`config.mk`:
```
export PLATFORM = sky130hd
export DESIGN_NAME = vc_credit_recv_queue
export DESIGN_NICKNAME = d
export VERILOG_FILES = /design/src/rtl/vc_credit_recv_queue.sv
export SDC_FILE = /design/constraint.sdc
export NUM_CORES = 1
export LEC_CHECK = 0
export BUFFER_PORTS_ARGS = -buffer_cell sky130_fd_sc_hd__buf_2
export CAP_MARGIN = 25
export CORE_UTILIZATION = 39
export DETAILED_ROUTE_END_ITERATION = 10
export PLACE_DENSITY = 0.63
export SKIP_LAST_GASP = 1
export SYNTH_ARGS = -nofsm -noshare
export SYNTH_HDL_FRONTEND = slang
export SYNTH_SLANG_ARGS = --single-unit
```
`constraint.sdc`:
```
create_clock -name clk -period 2.6 [get_ports clk]
set_input_delay 0.13 -clock clk [delete_from_list [all_inputs] [get_ports clk]]
set_output_delay 0.13 -clock clk [all_outputs]
set_load 0.005 [all_outputs]
```
`src/rtl/vc_credit_recv_queue.sv`:
```
// Receiver-side buffer for a credit-flow-controlled link: accepts messages without
// backpressure, delivers them over val/rdy and returns one credit pulse per dequeue.
module vc_credit_recv_queue #(
  parameter  int p_msg_nbits   = 32,
  parameter  int p_num_entries = 4,
  localparam int c_cnt_nbits   = $clog2(p_num_entries + 1)
) (
  input  logic                   clk,
  input  logic                   reset,
  input  logic                   enq_val,
  input  logic [p_msg_nbits-1:0] enq_msg,
  output logic                   deq_val,
  input  logic                   deq_rdy,
  output logic [p_msg_nbits-1:0] deq_msg,
  output logic                   credit,
  output logic [c_cnt_nbits-1:0] num_entries,
  output logic                   overflow
);

  localparam int                     c_ptr_nbits = $clog2(p_num_entries);
  localparam logic [c_ptr_nbits-1:0] c_last_ptr  = c_ptr_nbits'(p_num_entries - 1);
  localparam logic [c_cnt_nbits-1:0] c_full_cnt  = c_cnt_nbits'(p_num_entries);

  logic [p_msg_nbits-1:0] storage [p_num_entries];
  logic [c_ptr_nbits-1:0] head;
  logic [c_ptr_nbits-1:0] tail;
  logic [c_cnt_nbits-1:0] count;
  logic                   full;
  logic                   deq_go;
  logic                   enq_go;

  // Depth need not be a power of two, so wrap by compare rather than by truncation.
  function automatic logic [c_ptr_nbits-1:0] ptr_inc(input logic [c_ptr_nbits-1:0] ptr);
    return (ptr == c_last_ptr) ? '0 : ptr + 1'b1;
  endfunction

  assign full        = (count == c_full_cnt);
  assign deq_val     = (count != '0);
  assign deq_go      = deq_val && deq_rdy;
  // A dequeue in the same cycle frees the slot, so full-with-dequeue is accepted.
  assign enq_go      = enq_val && (!full || deq_go);
  assign deq_msg     = storage[head];
  assign num_entries = count;

  // NOTE: the storage array carries no reset; occupancy and pointers alone decide
  // what is valid, and leaving it unreset lets it map onto plain RAM/flop arrays.
  always_ff @(posedge clk) begin
    if (enq_go) storage[tail] <= enq_msg;
  end

  // NOTE: every register update uses <= so all state moves together on the edge
  // and the order of statements inside the block does not matter.
  always_ff @(posedge clk or negedge reset) begin
    if (!reset) begin
      head     <= '0;
      tail     <= '0;
      count    <= '0;
      credit   <= 1'b0;
      overflow <= 1'b0;
    end else begin
      credit <= deq_go;
      if (enq_go) tail <= ptr_inc(tail);
      if (deq_go) head <= ptr_inc(head);
      if (enq_go && !deq_go)      count <= count + 1'b1;
      else if (deq_go && !enq_go) count <= count - 1'b1;
      // Sender pushed into a full queue with nothing leaving: drop it, flag forever.
      if (enq_val && !enq_go) overflow <= 1'b1;
    end
  end

endmodule

```
==> results of run 1 <==
==> final timing paths <==
check,start,end,depth (start not counted),slack (ns)
worst max-delay path,num_entries[0]$_DFFE_PN0P_,num_entries[2]$_DFFE_PN0P_,8,0.37
worst min-delay path,deq_rdy,credit$_DFF_PN0_,3,0.01
worst max register to register,num_entries[0]$_DFFE_PN0P_,num_entries[2]$_DFFE_PN0P_,8,0.37
worst min register to register,overflow$_DFFE_PN0P_,overflow$_DFFE_PN0P_,1,0.46
max in group asynchronous,reset,head[0]$_DFFE_PN0P_,2,2.30
min in group asynchronous,reset,overflow$_DFFE_PN0P_,2,0.10
==> registers in the layout (all words and copies together) (netlist names) <==
signal and count:
storage 128, num_entries 3, head 2, tail 2, credit 1, overflow 1
==> power groups by stage <==
stage | clock (mW) | combinational, mW | sequential, mW
5_1_grt | 2.37 | 2.07 | 3.26
3_5_place_dp | 0 | 1.88 | 3.25
4_1_cts | 2.26 | 1.93 | 3.21
3_3_place_gp | 0 | 1.87 | 3.22
2_1_floorplan | 0 | 1.29 | 3.07
6_report | 2.22 | 1.87 | 3.19
==> stage by stage <==
stage,setup slack [ns],power (mW)
after global placement,0.508,5.09
final,0.369,7.28
after global routing,0.196,7.69
after CTS,0.349,7.40
after floorplan,0.553,4.36
after detailed placement,0.384,5.13
==> final cells by class <==
type	count	area (sq um)	share of cell area [%]
Tap cell	172	215	3.26
Clock inverter	11	105	1.59
Timing Repair Buffer	111	761	11.5
Multi-Input combinational cell	59	1000	15.2
Sequential cell	137	4070	61.6
Inverter	4	15.0	0.227
Clock buffer	21	440	6.66
==> cell usage after synthesis <==
master / number / area, sq um
mux4_2: 32 / 721
nand2_2: 1 / 6.26
buf_6: 4 / 45.0
xnor2_1: 1 / 8.76
edfxtp_1: 128 / 3840
fa_1: 1 / 20.0
ha_1: 6 / 75.1
xor2_1: 2 / 17.5
clkbuf_1: 1 / 3.75
dfrtp_1: 9 / 225
a21o_2: 1 / 8.76
nor4b_4: 1 / 23.8
or3_4: 1 / 11.3
inv_1: 4 / 15.0
nor2b_1: 1 / 6.26
and2_2: 4 / 30.0
mux2_4: 2 / 30.0
nor2_1: 3 / 11.3
buf_4: 1 / 7.51
buf_2: 3 / 15.0
mux2_2: 3 / 33.8
==> logic make-up (layout without fill, tap and decap cells) <==
logic type                 Yosys count  in the layout  share of synthesized area, %
AOI/OAI and AO/OA                    1              1                         0.170
muxes                               37             37                          15.2
and+or+nand+nor                     11             11                          1.72
xor gates and xnor gates             3              3                         0.509
adders and majority gates            7              7                          1.84
DFF                                137            137                          78.9
buffers and inverters               13            147                          1.67
==> worst max-delay path: stages, from the launching register on <==
cell	delay, ns
dfrtp_1	0.46
or3_4	0.42
nand2_2	0.11
ha_1	0.21
inv_1	0.07
fa_1	0.38
xor2_1	0.18
nor2_1	0.13
xor2_1	0.17
==> timing repair <==
action / in CTS / in global routing
hold buffers: 34 / 0
setup endpoints to repair: 0 / 0
endpoints found under the hold margin: 138 / 0
==> per-layer routing <==
| metal | global-route usage (%) | routed length, um | vias up |
|---|---|---|---|
| met5 | 0 | 0 | - |
| met4 | 6.41 | 151 | 0 |
| met3 | 5.20 | 425 | 15 |
| met2 | 24.2 | 4540 | 67 |
| met1 | 18.0 | 3780 | 1263 |
| li1 | - | - | 1117 |
==> metrics.yaml, run 1 <==
outcome: "finished, final reports clean"
final_cell_mix: "128 x edfxtp_1, 73 x buf_2, 34 x dlygate4sd3_1, 32 x mux4_2, 17 x clkbuf_16"
ys_ff_latch: 137
place_inst: 449
cts_made_buffers: 17
start_util_pct: 40.4
grt_pass1_vias: 2681
grt_pass1_wl_mm: 14.1
via_per_inst: 4.78
postPlaceCellArea_sq_um: 5730
wl_per_cell_um: 17.3
synth_nets: 252
endpoint_kind: "flip-flop"
finClkSkew_ns: 0.00530
max_cap_violations: 0
synth_cells: 209
switching_share_pct: 26.5
die-width_um: 117
syn_area_sq_um: 5160
seq_area_frac_synth_pct: 78.9
ctsResizeCount: 0
ant_nets: 0
hold_viol: 0
drt_iter0_drc: 141
setup_tns_ns: 0
vdd_drop_max_mv: 0.533
coreArea_sq_um: 12800
die-area_sq_um: 13700
pwr-share-comb_pct: 25.6
htree_levels: 4
gr-total-overflow: 0
worst_setup_path_start_kind: "flip-flop"
antenna-diode-count: 0
mostFrequentLayoutCell: "edfxtp_1"
fin_nets: 373
clkLatencyLatePin_ns: 0.41
cts.sinks: 137
instances_no_fill: 515
p_clk_share_pct: 30.5
grt.total_usage_pct: 14.8
path_clk_slew_ns: 0.06
io_buffers: 73
io_pins: 74
intPower_mw: 5.35
root_buffer: "clkbuf_16"
grt_max_degree: 33
slew_violations: 0
synth_cell_types: 21
power.switching_mw: 1.93
fin_crit_ns: 2.23
cts_tree: "yes"
tightest_slew_ns: 0.912
setup_viol: 0
num_vias: 2462
critical_path_class: "reg2reg"
cts_setup_buffers: 0
fin_area_sq_um: 6610
syn2layout_area_growth_pct: 28.2
fill_cells: 1031
crit_arrival_ns: 2.56
max_freq_mhz: 448
avgSynthCellArea_sq_um: 24.7
place_congestion: 0.706
rsz0062_at_grt: "false"
required_ns: 2.93
fin_util_pct: 51.8
dr.pass1.iters: 4
drive_above_1_share_pct: 43.7
die_y_um: 117
rows: 41
wl_mm: 8.89
period_share_pct: 85.8
dp_hpwl_mm: 5.14
drc_errors: 0
clockBufferDepth: 2
timing.hold.ws_ns: 0.0147
max-slew-margin-rel_pct: 39.2
pwr-share-seq_pct: 43.9
path_max_fanout: 5
p_leak_nw: 2.36
ys_warn_count: 0
antenna_found_initial: 0
hold_class: "in2reg"
power-per-cell-area_nw_per_um2: 1100
Note: power is estimated with default switching activity, not from simulation.
==> run 2, diff against run 1 <==
Settings changed: HOLD_SLACK_MARGIN set to 0.12.
==> run 2 against run 1 <==
Global-route usage up 0.080 points. Cell count grew 0.58%. Sequential power hardly changed. Combinational power barely moved. Die area did not move. Core utilization grew 0.23 points. Largest cell class unchanged.
==> metrics.yaml, run 2 (same netlist as run 1, synthesis figures left out) <==
power.switching_mw: 1.93
ctsResizeCount: 0
clkLatencyLatePin_ns: 0.41
dr.pass1.iters: 4
root_buffer: "clkbuf_16"
setup_tns_ns: 0
coreArea_sq_um: 12800
crit_chain: "or3_4, nand2_2, ha_1, inv_1, fa_1, xor2_1, nor2_1, xor2_1"
start_util_pct: 40.4
critical_path_class: "reg2reg"
period_share_pct: 85.8
final_cell_mix: "128 x edfxtp_1, 73 x buf_2, 37 x dlygate4sd3_1, 32 x mux4_2, 17 x clkbuf_16"
syn2layout_area_growth_pct: 28.7
cts_tree: "yes"
endpoint_kind: "flip-flop"
largest_reg_flops: 128
wl_mm: 8.89
via_per_inst: 4.78
p_leak_nw: 2.37
htree_levels: 4
outcome: "finished, final reports clean"
finClkSkew_ns: 0.00540
fin_util_pct: 52.0
cts.sinks: 137
worst_setup_path_start_kind: "flip-flop"
ant_nets: 0
setup_viol: 0
rsz0062_at_grt: "false"
slowest_stage: "dfrtp_1"
p_clk_share_pct: 30.4
drc_errors: 0
max_stage_delay_ns: 0.46
required_ns: 2.93
place_congestion: 0.706
die_y_um: 117
crit_family: "simple AND/OR/NAND/NOR gates"
crit_arrival_ns: 2.56
fin_nets: 376
drt_iter0_drc: 131
pwr-share-comb_pct: 25.7
switching_share_pct: 26.5
tightest_slew_ns: 0.905
vdd_drop_max_mv: 0.534
max-slew-margin-rel_pct: 39.7
crit_buf_inv: 1
gr-total-overflow: 0
mostFrequentLayoutCell: "edfxtp_1"
drive_above_1_share_pct: 43.4
slew_violations: 0
dp_hpwl_mm: 5.14
cts_made_buffers: 17
antenna-diode-count: 0
regMostFlops: "storage"
wl_per_cell_um: 17.2
pwr-share-seq_pct: 43.9
io_buffers: 73
cts_setup_buffers: 0
grt.total_usage_pct: 14.9
num_vias: 2477
antenna_found_initial: 0
die-width_um: 117
power-per-cell-area_nw_per_um2: 1100
clockBufferDepth: 2
hold_viol: 0
fin_crit_ns: 2.23
path_max_fanout: 5
hold_class: "in2reg"
max_cap_violations: 0
io_pins: 74
grt_pass1_vias: 2700
cpMostUsedCell: "xor2_1"
grt_max_degree: 33
die-area_sq_um: 13700
max_freq_mhz: 448
path_clk_slew_ns: 0.05
rows: 41
intPower_mw: 5.36
grt_pass1_wl_mm: 14.2
-- run 2: cell count changes in the layout (fill, tap and decap cells not counted) --
cell	change
dlygate4sd3_1	+3
-- run 2: what timing repair did --
item,CTS,global route
hold buffers,37,0
endpoints found under the hold margin,141,0
endpoints found under the setup margin,0,0
-- run 2: layer usage --
layer | wire [um] | global-route usage [%] | vias to the layer above
met2 | 4560 | 24.5 | 71
met5 | 0 | 0 | -
met4 | 152 | 6.41 | 0
li1 | - | - | 1123
met1 | 3740 | 18.0 | 1269
met3 | 428 | 5.20 | 14
-- run 2: worst reg2reg max path, delay by kind of cell (launching register included) --
family / cells / cell delay [ns]
and+or+nand+nor: 3 / 0.67
adders and majority gates: 2 / 0.59
xor gates and xnor gates: 2 / 0.35
DFF: 1 / 0.46
buffers and inverters: 1 / 0.07
-- run 2: power by group through the flow --
stage               logic, mW  clock network (mW)  registers, mW
finish                   1.88                2.22           3.20
detailed placement       1.88                   0           3.25
CTS                      1.94                2.26           3.21
global placement         1.87                   0           3.22
global route             2.08                2.37           3.26
floorplan                1.29                   0           3.07
-- run 2: final timing paths --
path | startpoint | end | slack, ns | depth (start not counted)
hold reg to reg | num_entries[2]$_DFFE_PN0P_ | num_entries[2]$_DFFE_PN0P_ | 0.55 | 1
setup / recovery | num_entries[0]$_DFFE_PN0P_ | num_entries[2]$_DFFE_PN0P_ | 0.37 | 8
hold / removal | enq_msg[0] | storage[3][0]$_DFFE_PP_ | 0.47 | 2
min in group asynchronous | reset | credit$_DFF_PN0_ | 0.71 | 3
max in group asynchronous | reset | head[0]$_DFFE_PN0P_ | 1.56 | 3
setup reg to reg | num_entries[0]$_DFFE_PN0P_ | num_entries[2]$_DFFE_PN0P_ | 0.37 | 8
-- run 2: per-stage QoR --
step | setup slack [ns] | hold WS [ns] | area (sq um) | cells | power [mW]
after CTS | 0.349 | 0.448 | 6640 | 518 | 7.41
final | 0.370 | 0.471 | 6640 | 518 | 7.29
after detailed placement | 0.384 | 0.00110 | 5730 | 449 | 5.13
after global placement | 0.508 | -0.00405 | 5730 | 449 | 5.09
after global routing | 0.196 | 0.463 | 6640 | 518 | 7.71
after floorplan | 0.553 | -0.166 | 5160 | 209 | 4.36
-- run 2: area by class of cell --
type,instances,area (sq um)
multi-input combinational,59,1000
clock buffer,21,440
fill,1028,6130
tap,172,215
inverter,4,15.0
sequential,137,4070
clock inverter,11,105
timing repair buffer,114,791
